===== config.mk =====
export PLATFORM = sky130hd
export DESIGN_NAME = uart_tx_arb
export DESIGN_NICKNAME = d
export VERILOG_FILES = /design/src/rtl/uart_tx_arb.sv
export SDC_FILE = /design/constraint.sdc
export NUM_CORES = 1
export LEC_CHECK = 0
export ABC_CLOCK_PERIOD_IN_PS = 4850
export BUFFER_PORTS_ARGS = -buffer_cell sky130_fd_sc_hd__buf_2
export CORE_UTILIZATION = 51
export CTS_BUF_LIST = sky130_fd_sc_hd__clkbuf_8
export CTS_CLUSTER_DIAMETER = 50
export DETAILED_ROUTE_END_ITERATION = 6
export PLACE_DENSITY = 0.87
export SLEW_MARGIN = 10
export SYNTH_ARGS = -nofsm -noshare
export SYNTH_HDL_FRONTEND = slang
export SYNTH_SLANG_ARGS = --single-unit

===== constraint.sdc =====
create_clock -name clk -period 4.85 [get_ports clk]
set_input_delay 0.7275 -clock clk [delete_from_list [all_inputs] [get_ports clk]]
set_output_delay 0.7275 -clock clk [all_outputs]
set_load 0.01 [all_outputs]

===== src/rtl/uart_tx_arb.sv =====
// uart_tx_arb -- round-robin arbiter sharing one UART transmitter among
// NREQ byte requesters.
//
// Optional feature macro: UART_ARB_TMO_EN
//   When defined, a watchdog counts cycles spent in WAIT_BUSY. If the
//   transmitter never raises tx_busy within BUSY_TMO cycles, tmo_err pulses
//   and the arbiter returns to IDLE. Without the macro, WAIT_BUSY waits
//   indefinitely and tmo_err is tied low.
//
// Ports:
//   clk        in   system clock
//   rst        in   asynchronous active-high reset
//   req_valid  in   [NREQ]     per-requester byte pending, held until req_ack
//   req_data   in   [8*NREQ]   byte of requester i on bits [8*i+7:8*i]
//   req_ack    out  [NREQ]     one-cycle pulse, byte handed to transmitter
//   pi_data    out  [8]        byte to transmitter, held until next grant
//   pi_flag    out             one-cycle transmit strobe
//   tx_busy    in              transmitter frame in progress
//   grant_id   out  [GID_W]    last/current granted requester
//   arb_busy   out             arbiter not in IDLE
//   tmo_err    out             one-cycle pulse on busy timeout
module uart_tx_arb #(
  parameter int unsigned NREQ     = 4,
  parameter int unsigned GID_W    = 2,
  parameter int unsigned BUSY_TMO = 16
) (
  input  logic                clk,
  input  logic                rst,
  input  logic [NREQ-1:0]     req_valid,
  input  logic [8*NREQ-1:0]   req_data,
  output logic [NREQ-1:0]     req_ack,
  output logic [7:0]          pi_data,
  output logic                pi_flag,
  input  logic                tx_busy,
  output logic [GID_W-1:0]    grant_id,
  output logic                arb_busy,
  output logic                tmo_err
);

  if ((GID_W != $clog2(NREQ)) || (BUSY_TMO == 0)) begin : g_cfg_err
    $error("uart_tx_arb: GID_W must equal clog2(NREQ) and BUSY_TMO must be nonzero");
  end

  typedef enum logic [1:0] {
    IDLE,
    ISSUE,
    WAIT_BUSY,
    WAIT_DONE
  } state_e;

  state_e           state_q, state_d;
  logic [GID_W-1:0] ptr_q, ptr_d;
  logic [GID_W-1:0] gid_q, gid_d;
  logic [7:0]       data_q, data_d;

  // Round-robin pick: first requester at or after ptr_q; if none exists
  // above the pointer, wrap to the lowest-indexed active requester.
  logic             hit_hi, hit_lo;
  logic [GID_W-1:0] sel_hi, sel_lo, sel;
  logic [7:0]       sel_byte;

  always_comb begin
    hit_hi = 1'b0;
    hit_lo = 1'b0;
    sel_hi = '0;
    sel_lo = '0;
    for (int unsigned i = 0; i < NREQ; i++) begin
      if (req_valid[i] && !hit_lo) begin
        hit_lo = 1'b1;
        sel_lo = GID_W'(i);
      end
      if (req_valid[i] && !hit_hi && (GID_W'(i) >= ptr_q)) begin
        hit_hi = 1'b1;
        sel_hi = GID_W'(i);
      end
    end
    sel = hit_hi ? sel_hi : sel_lo;
    sel_byte = '0;
    for (int unsigned i = 0; i < NREQ; i++) begin
      if (GID_W'(i) == sel) begin
        sel_byte = req_data[8*i +: 8];
      end
    end
  end

`ifdef UART_ARB_TMO_EN
  localparam int unsigned TMO_W = $clog2(BUSY_TMO + 1);

  logic [TMO_W-1:0] tmo_cnt_q, tmo_cnt_d;
  logic             tmo_hit;

  // Counter holds the number of completed WAIT_BUSY cycles; the hit fires
  // during the BUSY_TMO-th cycle in which tx_busy is still low.
  assign tmo_hit = (state_q == WAIT_BUSY) && !tx_busy &&
                   (tmo_cnt_q == TMO_W'(BUSY_TMO - 1));

  always_comb begin
    tmo_cnt_d = '0;
    if ((state_q == WAIT_BUSY) && !tx_busy) begin
      tmo_cnt_d = tmo_cnt_q + 1'b1;
    end
  end

  always_ff @(posedge clk or posedge rst) begin
    if (rst) begin
      tmo_cnt_q <= '0;
    end else begin
      tmo_cnt_q <= tmo_cnt_d;
    end
  end
`endif

  // State and datapath registers
  always_ff @(posedge clk or posedge rst) begin
    if (rst) begin
      state_q <= IDLE;
      ptr_q   <= '0;
      gid_q   <= '0;
      data_q  <= '0;
    end else begin
      state_q <= state_d;
      ptr_q   <= ptr_d;
      gid_q   <= gid_d;
      data_q  <= data_d;
    end
  end

  // Next-state logic
  always_comb begin
    state_d = state_q;
    ptr_d   = ptr_q;
    gid_d   = gid_q;
    data_d  = data_q;
    case (state_q)
      IDLE: begin
        if (!tx_busy && (|req_valid)) begin
          gid_d   = sel;
          data_d  = sel_byte;
          state_d = ISSUE;
        end
      end
      ISSUE: begin
        ptr_d   = (gid_q == GID_W'(NREQ - 1)) ? '0 : gid_q + 1'b1;
        state_d = WAIT_BUSY;
      end
      WAIT_BUSY: begin
        if (tx_busy) begin
          state_d = WAIT_DONE;
        end
`ifdef UART_ARB_TMO_EN
        else if (tmo_hit) begin
          state_d = IDLE;
        end
`endif
      end
      WAIT_DONE: begin
        if (!tx_busy) begin
          state_d = IDLE;
        end
      end
      default: state_d = IDLE;
    endcase
  end

  // Output logic
  always_comb begin
    pi_flag  = (state_q == ISSUE);
    arb_busy = (state_q != IDLE);
    req_ack  = '0;
    for (int unsigned i = 0; i < NREQ; i++) begin
      req_ack[i] = (state_q == ISSUE) && (gid_q == GID_W'(i));
    end
`ifdef UART_ARB_TMO_EN
    tmo_err = tmo_hit;
`else
    tmo_err = 1'b0;
`endif
  end

  assign grant_id = gid_q;
  assign pi_data  = data_q;

endmodule


# After elaboration in Yosys (flattened, before gate mapping)
# Cells that the tools add are included.
# classes
mux	23
order_cmp	4
n_eq_ne	12
reduce_logical	29
addsub	1
# op_table
cell	count
8-bit two-way mux	4
2-bit two-way mux	9
1-bit logical AND	15
1-bit two-way mux	9
2-bit == test, second input constant	4
2-bit case mux with 4 select lines	1
1-bit zero test	7
2-bit zero test	3
2-bit inequality test, second input constant	3
2-bit by 1-bit == test with 1-bit output, second input constant	2
2-bit == test, first input constant	2
1-bit by 2-bit >= comparator with 1-bit output, first input constant	2
2-bit >= comparator, first input constant	2
4-bit OR reduction	1
3-bit AND reduction	1
2-bit by 1-bit adder with 2-bit output, second input constant	1
1-bit by 2-bit == test with 1-bit output, first input constant	1
2-bit AND reduction	1
2-bit nonzero test	1
# totals
out_inout_bits	17
regBits	14
word_cells	73
input_bits	39

# Longest topological paths before layout
# Gate-level depths: netlist of run 1.
# depth
depth_word	21
depth_mapped	7
depth_no_buf	7

# Worst setup path before layout of run 1
# Ideal clock, no wire load.
# synth_path
path_kind	input-to-reg
start	in req_valid[1]
end	reg data_q[0] (netlist: pi_data[0])
path_buffers	2
path_slack_ps	3042
arrival_time_ps	1680
required_time_ps	4722
setup_time_ps	128
cell_stages	7
cell_sequence	buf_6 > nor2_1 > o21ai_0 > or2_2 > buf_2 > o22ai_1 > o22ai_1
# synth_via
elab_chain_len	17
elab_cells_between_ends	36
cone_classes	eq/ne: 3; mux: 16; reduce/logical: 17
# synth_rtl
element	line	text
start: declaration	29	input logic [NREQ-1:0] req_valid,
1-bit logical AND (2 in a row)	72	if (req_valid[i] && !hit_hi && (GID_W'(i) >= ptr_q)) begin
1-bit two-way mux	72	
1-bit zero test	72	
1-bit logical AND (2 in a row)	72	
1-bit two-way mux	72	
1-bit zero test	72	
1-bit logical AND (2 in a row)	72	
2-bit two-way mux or 1-bit two-way mux (tied branches)	72	
2-bit two-way mux	77	sel = hit_hi ? sel_hi : sel_lo;
2-bit zero test	80	if (GID_W'(i) == sel) begin
8-bit two-way mux (4 in a row)	80	
end signal: assignment	124	data_q <= data_d;
end: declaration	54	logic [7:0] data_q, data_d;
# Parallel ways exist; a longest one is shown, timed or not.
# A chain may end at the register's enable or synchronous reset.

# Worst setup path in the final report of run 1
# layout_path
start	reg state_q[0]
end	reg data_q[7] (netlist: pi_data[7])
# layout_via
elab_chain_len	2
# layout_rtl
element	line	text
start: declaration	51	state_e state_q, state_d;
start signal: assignment	121	state_q <= state_d;
2-bit zero test	134	case (state_q)
2-bit AND reduction (no line)	--	
# Every way passes these cells.

==> results of run 1 <==
## report_power, final
part | leakage [nW] | total [mW] | switching (mW) | internal (mW)
clock network | 0.0288 | 0.116 | 0.0442 | 0.0719
registers | 0.161 | 0.226 | 0.0524 | 0.173
logic | 0.511 | 0.419 | 0.246 | 0.173
## cell usage in the layout, fill, tap and decap left out, types with 4 or more instances in the layout
cell type | netlist | final
nand2_1 | 12 | 12
nor2_1 | 8 | 8
ha_1 | 9 | 9
clkbuf_8 | 1 | 4
nand2b_1 | 4 | 4
o21ai_0 | 13 | 13
dfrtp_1 | 14 | 14
buf_2 | 2 | 54
a211oi_1 | 5 | 5
o22ai_1 | 8 | 8
nor3_1 | 6 | 6
a21oi_1 | 8 | 8
and2_1 | 4 | 4
inv_1 | 10 | 10
a221oi_1 | 4 | 4
## cell type report
class / instances / area share, %
Clock buffer: 4 / 3.79
Multi-Input combinational cell: 102 / 48.6
Inverter: 10 / 2.58
Sequential cell: 14 / 24.1
Timing Repair Buffer: 54 / 18.6
Tap cell: 27 / 2.32
## per-stage QoR
stage	std cells	utilization, %
after global routing	211	71.2
after detailed placement	207	68.5
after floorplan	133	-
after global placement	207	68.5
final	211	71.2
after CTS	211	71.2
## final timing paths
| kind | end | slack [ns] | cells past startpoint |
|---|---|---|---|
| setup / recovery | pi_data[7] | 2.58 | 7 |
| setup reg to reg | pi_data[7] | 2.58 | 7 |
| min in group clk | pi_data[2] | 0.57 | 2 |
| hold reg to reg | pi_data[2] | 0.57 | 2 |
| max in group asynchronous | pi_data[6] | 3.94 | 2 |
| hold / removal | state_q[1] | 0.53 | 2 |
## flip-flops by register name, summed over array words and instances, names as in the netlist
register,flops
grant_id,2
pi_data,8
ptr_q,2
state_q,2
## critical path, cell delays in order, from the launching register on
cell and delay (ns):
dfrtp_1 0.40, inv_1 0.13, ha_1 0.20, inv_1 0.10
nor3_4 0.55, o21ai_2 0.27, a221oi_1 0.33, a211oi_1 0.15
## layer usage
| layer | share of wire, % | vias to the layer above | track usage (%) |
|---|---|---|---|
| li1 | - | 581 | - |
| met1 | 41 | 584 | 33.5 |
| met2 | 51 | 57 | 46.8 |
| met3 | 4.6 | 12 | 3.40 |
| met4 | 3.2 | 0 | 12.9 |
| met5 | 0 | - | 0 |
## cells by family (layout without fill, tap and decap cells)
family | count (synthesis) | count (layout) | share of synthesized area [%]
adder cells (fa/ha/maj) | 9 | 9 | 9.76
multiplexers | 4 | 4 | 3.58
AO/OA/AOI/OAI | 47 | 47 | 28.2
flip-flops | 14 | 14 | 30.4
buffers and inverters | 17 | 68 | 8.35
AND/OR/NAND/NOR | 41 | 41 | 19.4
other | 1 | 1 | 0.325
==> metrics.yaml, run 1 <==
status: "finished clean"
power_leakage_nw: 0.700
cap_violations: 0
crit_arrival_ns: 2.37
ctsResizeCount: 0
ir_worst_vdd_mv: 0.383
cts.clk_slew.worst_paths_ns: 0.06
area_delta_synth_final_pct: 26.0
io_buffer_count: 54
synth_flop_cell: "dfrtp_1"
cts_buffers: 3
yosysTopAreaCell: "dfrtp_1"
root_buffer: "clkbuf_8"
start_kind: "flip-flop"
start_util_pct: 56.5
reg2reg_from: "state_q[0]"
synthArstFlopShare_pct: 100
fp.dieW_um: 49.6
slew_headroom_pct: 59.8
ios: 56
crit_fanout: 17
yosysMostFrequentCell: "dfrtp_1"
num_rows: 16
hpwl_um: 2460
core_area_um2: 2040
ant_nets: 0
viasPerCell: 5.85
ys_seq_area_share_pct: 30.4
syn_nets: 181
fin_crit_ns: 2.27
power_uw: 761
drt_wl_total_um: 3230
nFillCells: 177
cts_max_path_buffers: 2
htreeDepth: 1
multi_input_area_um2: 707
grt_overflow_total: 0
routedWlPerCell_um: 15.3
synth-seq-cells: 14
cp-end-kind: "flip-flop"
antenna_found_initial: 0
holdBufCountCts: 0
grt_pass1_wl_um: 5180
syn_avg_cell_area_um2: 8.67
fmaxAchievable_ghz: 0.441
regArea_um2: 350
cp.required_ns: 4.96
finalMaxSlewViolations: 0
finalCritPeriodShare_pct: 46.7
fin_worst_skew_ns: 0.000991
post_dp_cell_area_um2: 1400
timing.critical_path.from: "state_q[0]"
synth_common_cells: "dfrtp_1 (14), o21ai_0 (13), nand2_1 (12)"
drt_first_pass_iters: 4
design.die.area_um2: 2460
yosysTopAreaCellShare_pct: 30.4
rsz0062_at_grt: "no"
insertion_delay_ns: 0.24
drc: 0
hold_viol: 0
power_density_nw_per_um2: 523
drt_iter0_markers: 47
synthTopCellsByArea: "dfrtp_1 (30%), ha_1 (9.8%), o21ai_0 (5.6%), o22ai_1 (4.3%), nand2_1 (3.9%)"
finalSetupViolations: 0
n_antenna_cell: 0
layout-drive-gt1-share_pct: 36.4
die_h_um: 49.6
post_cts_buffers: 0
cts_tree: "yes"
worstMarginPinSlew_ns: 0.601
place_ws_ns: 2.49
synthesis.area_um2: 1150
synthCells: 133
crit_type: "reg -> reg"
design_area_um2: 1450
grt_pass1_vias: 1197
gp_congestion: 0.815
fin_ws_ns: 2.58
fin_tns_setup_ns: 0
vias: 1234
numClockSinks: 14
hp-class: "in -> async"
grt_usage_pct: 27.3
ys_warn_count: 0
grt_max_degree: 18
synth_edf_count: 0
synth_cell_type_count: 37
holdWs_ns: 0.533
fin_nets: 233
Note: power is estimated with default switching activity, not from simulation.
==> run 2: changes to the inputs <==
ABC_CLOCK_PERIOD_IN_PS = 2150   (was 4850)
CORE_UTILIZATION = 47   (was 51)
PLACE_DENSITY = 0.81   (was 0.87)
clock period = 2.15 ns   (was 4.85 ns; I/O delays follow)
==> metrics.yaml, run 2 (synthesis gave the netlist of run 1 again) <==
crit_top_cell: "inv_1"
final_cell_mix: "buf_2 (54), dfrtp_1 (14), o21ai_0 (13), nand2_1 (12), inv_1 (10)"
nFillCells: 207
fin_crit_ns: 1.76
die_h_um: 51.5
numClockSinks: 14
reg2reg_depth: 6
viasPerCell: 5.72
crit_fanout: 7
drc: 0
routedWlPerCell_um: 14.8
design_area_um2: 1460
reg2reg_from: "state_q[0]"
timing.critical_path.from: "state_q[0]"
hpwl_um: 2450
crit_type: "reg -> reg"
fmaxAchievable_ghz: 0.567
area_delta_synth_final_pct: 26.8
layout-drive-gt1-share_pct: 36.8
r2r_setup_slack_ns: 0.39
finalSetupViolations: 0
design.die.area_um2: 2660
cp-end-kind: "flip-flop"
cts_max_path_buffers: 2
fin_worst_skew_ns: 0.00421
holdBufCountCts: 0
power_leakage_nw: 0.705
power_density_nw_per_um2: 1180
io_buffer_count: 54
insertion_delay_ns: 0.25
drt_first_pass_iters: 4
place_ws_ns: 0.433
vias: 1218
fin_tns_setup_ns: 0
ant_nets: 0
n_antenna_cell: 0
core_area_um2: 2250
grt_usage_pct: 26.4
crit_arrival_ns: 1.89
hp-class: "in -> async"
final_common_cell: "buf_2"
fp.dieW_um: 51.5
critPathTopFamily: "simple AND/OR/NAND/NOR gates"
slew_headroom_pct: 61.8
start_kind: "flip-flop"
max_stage_delay_ns: 0.51
cts_buffers: 3
gp_congestion: 0.908
htreeDepth: 1
ios: 56
finish.utilization_pct: 64.9
status: "finished clean"
finalCritPeriodShare_pct: 82.1
finalMaxSlewViolations: 0
num_rows: 17
cp.required_ns: 2.28
cts_tree: "yes"
grt_pass1_vias: 1202
cap_violations: 0
largest_reg_flops: 8
drt_wl_total_um: 3150
antenna_found_initial: 0
worstMarginPinSlew_ns: 0.572
start_util_pct: 51.2
ctsResizeCount: 0
crit_chain: "inv_1 > ha_1 > inv_1 > or3_1 > nor3_1 > a211oi_1"
cts.clk_slew.worst_paths_ns: 0.07
fin_nets: 234
crit_slowest_cell: "or3_1"
ir_worst_vdd_mv: 0.692
worstReg2RegEnd: "pi_data[2]"
rsz0062_at_grt: "no"
grt_max_degree: 17
root_buffer: "clkbuf_8"
grt_pass1_wl_um: 5170
grt_overflow_total: 0
endpoint: "pi_data[2]"
power_mw: 1.72
post_cts_buffers: 0
path_buf_inv: 2
hold_viol: 0
fin_ws_ns: 0.386
drt_iter0_markers: 34
cp_num_cells: 6
post_dp_cell_area_um2: 1410
[run 2: final cells by class]
cell class / count / area, µm² / area share [%]
multi-input combinational: 102 / 707 / 48.3
inverter: 10 / 37.5 / 2.57
clock buffer: 4 / 55.1 / 3.76
timing repair buffer: 55 / 278 / 19.0
sequential: 14 / 350 / 24.0
tap: 28 / 35.0 / 2.40
[run 2: worst min-delay path by stage]
stage / from / endpoint / slack, ns / cells past startpoint
5_1_grt: rst / ptr_q[0] / 0.19 / 2
6_report: rst / grant_id[1] / 0.12 / 2
3_3_place_gp: rst / state_q[0] / 0.39 / 2
4_1_cts: rst / ptr_q[0] / 0.15 / 2
2_1_floorplan: rst / grant_id[0] / 0.21 / 1
3_5_place_dp: rst / state_q[0] / 0.41 / 2
[run 2: report_power, final]
group	internal (mW)	total, mW	switching [mW]
combinational	0.393	0.946	0.553
clock	0.163	0.270	0.107
sequential	0.391	0.509	0.118
total	0.946	1.72	0.778
[run 2: per-stage QoR]
| step | cells | hold WS, ns |
|---|---|---|
| 2_1_floorplan | 133 | 0.212 |
| 3_3_place_gp | 209 | 0.394 |
| 3_5_place_dp | 209 | 0.414 |
| 4_1_cts | 213 | 0.148 |
| 5_1_grt | 213 | 0.187 |
| 6_report | 213 | 0.116 |
[run 2: worst register-to-register path, stage by stage, from the launching register on]
cell and delay, ns:
dfrtp_1 0.41, inv_1 0.13, ha_1 0.18, inv_1 0.09, or3_1 0.51, nor3_1 0.26, a211oi_1 0.07
[run 2: layer usage]
layer,vias up,part of all wire [%],track usage (%)
met4,0,1.3,12.2
met2,41,54,44.6
met5,-,0,0
met3,6,5.2,7.02
li1,581,-,-
met1,590,40,30.9
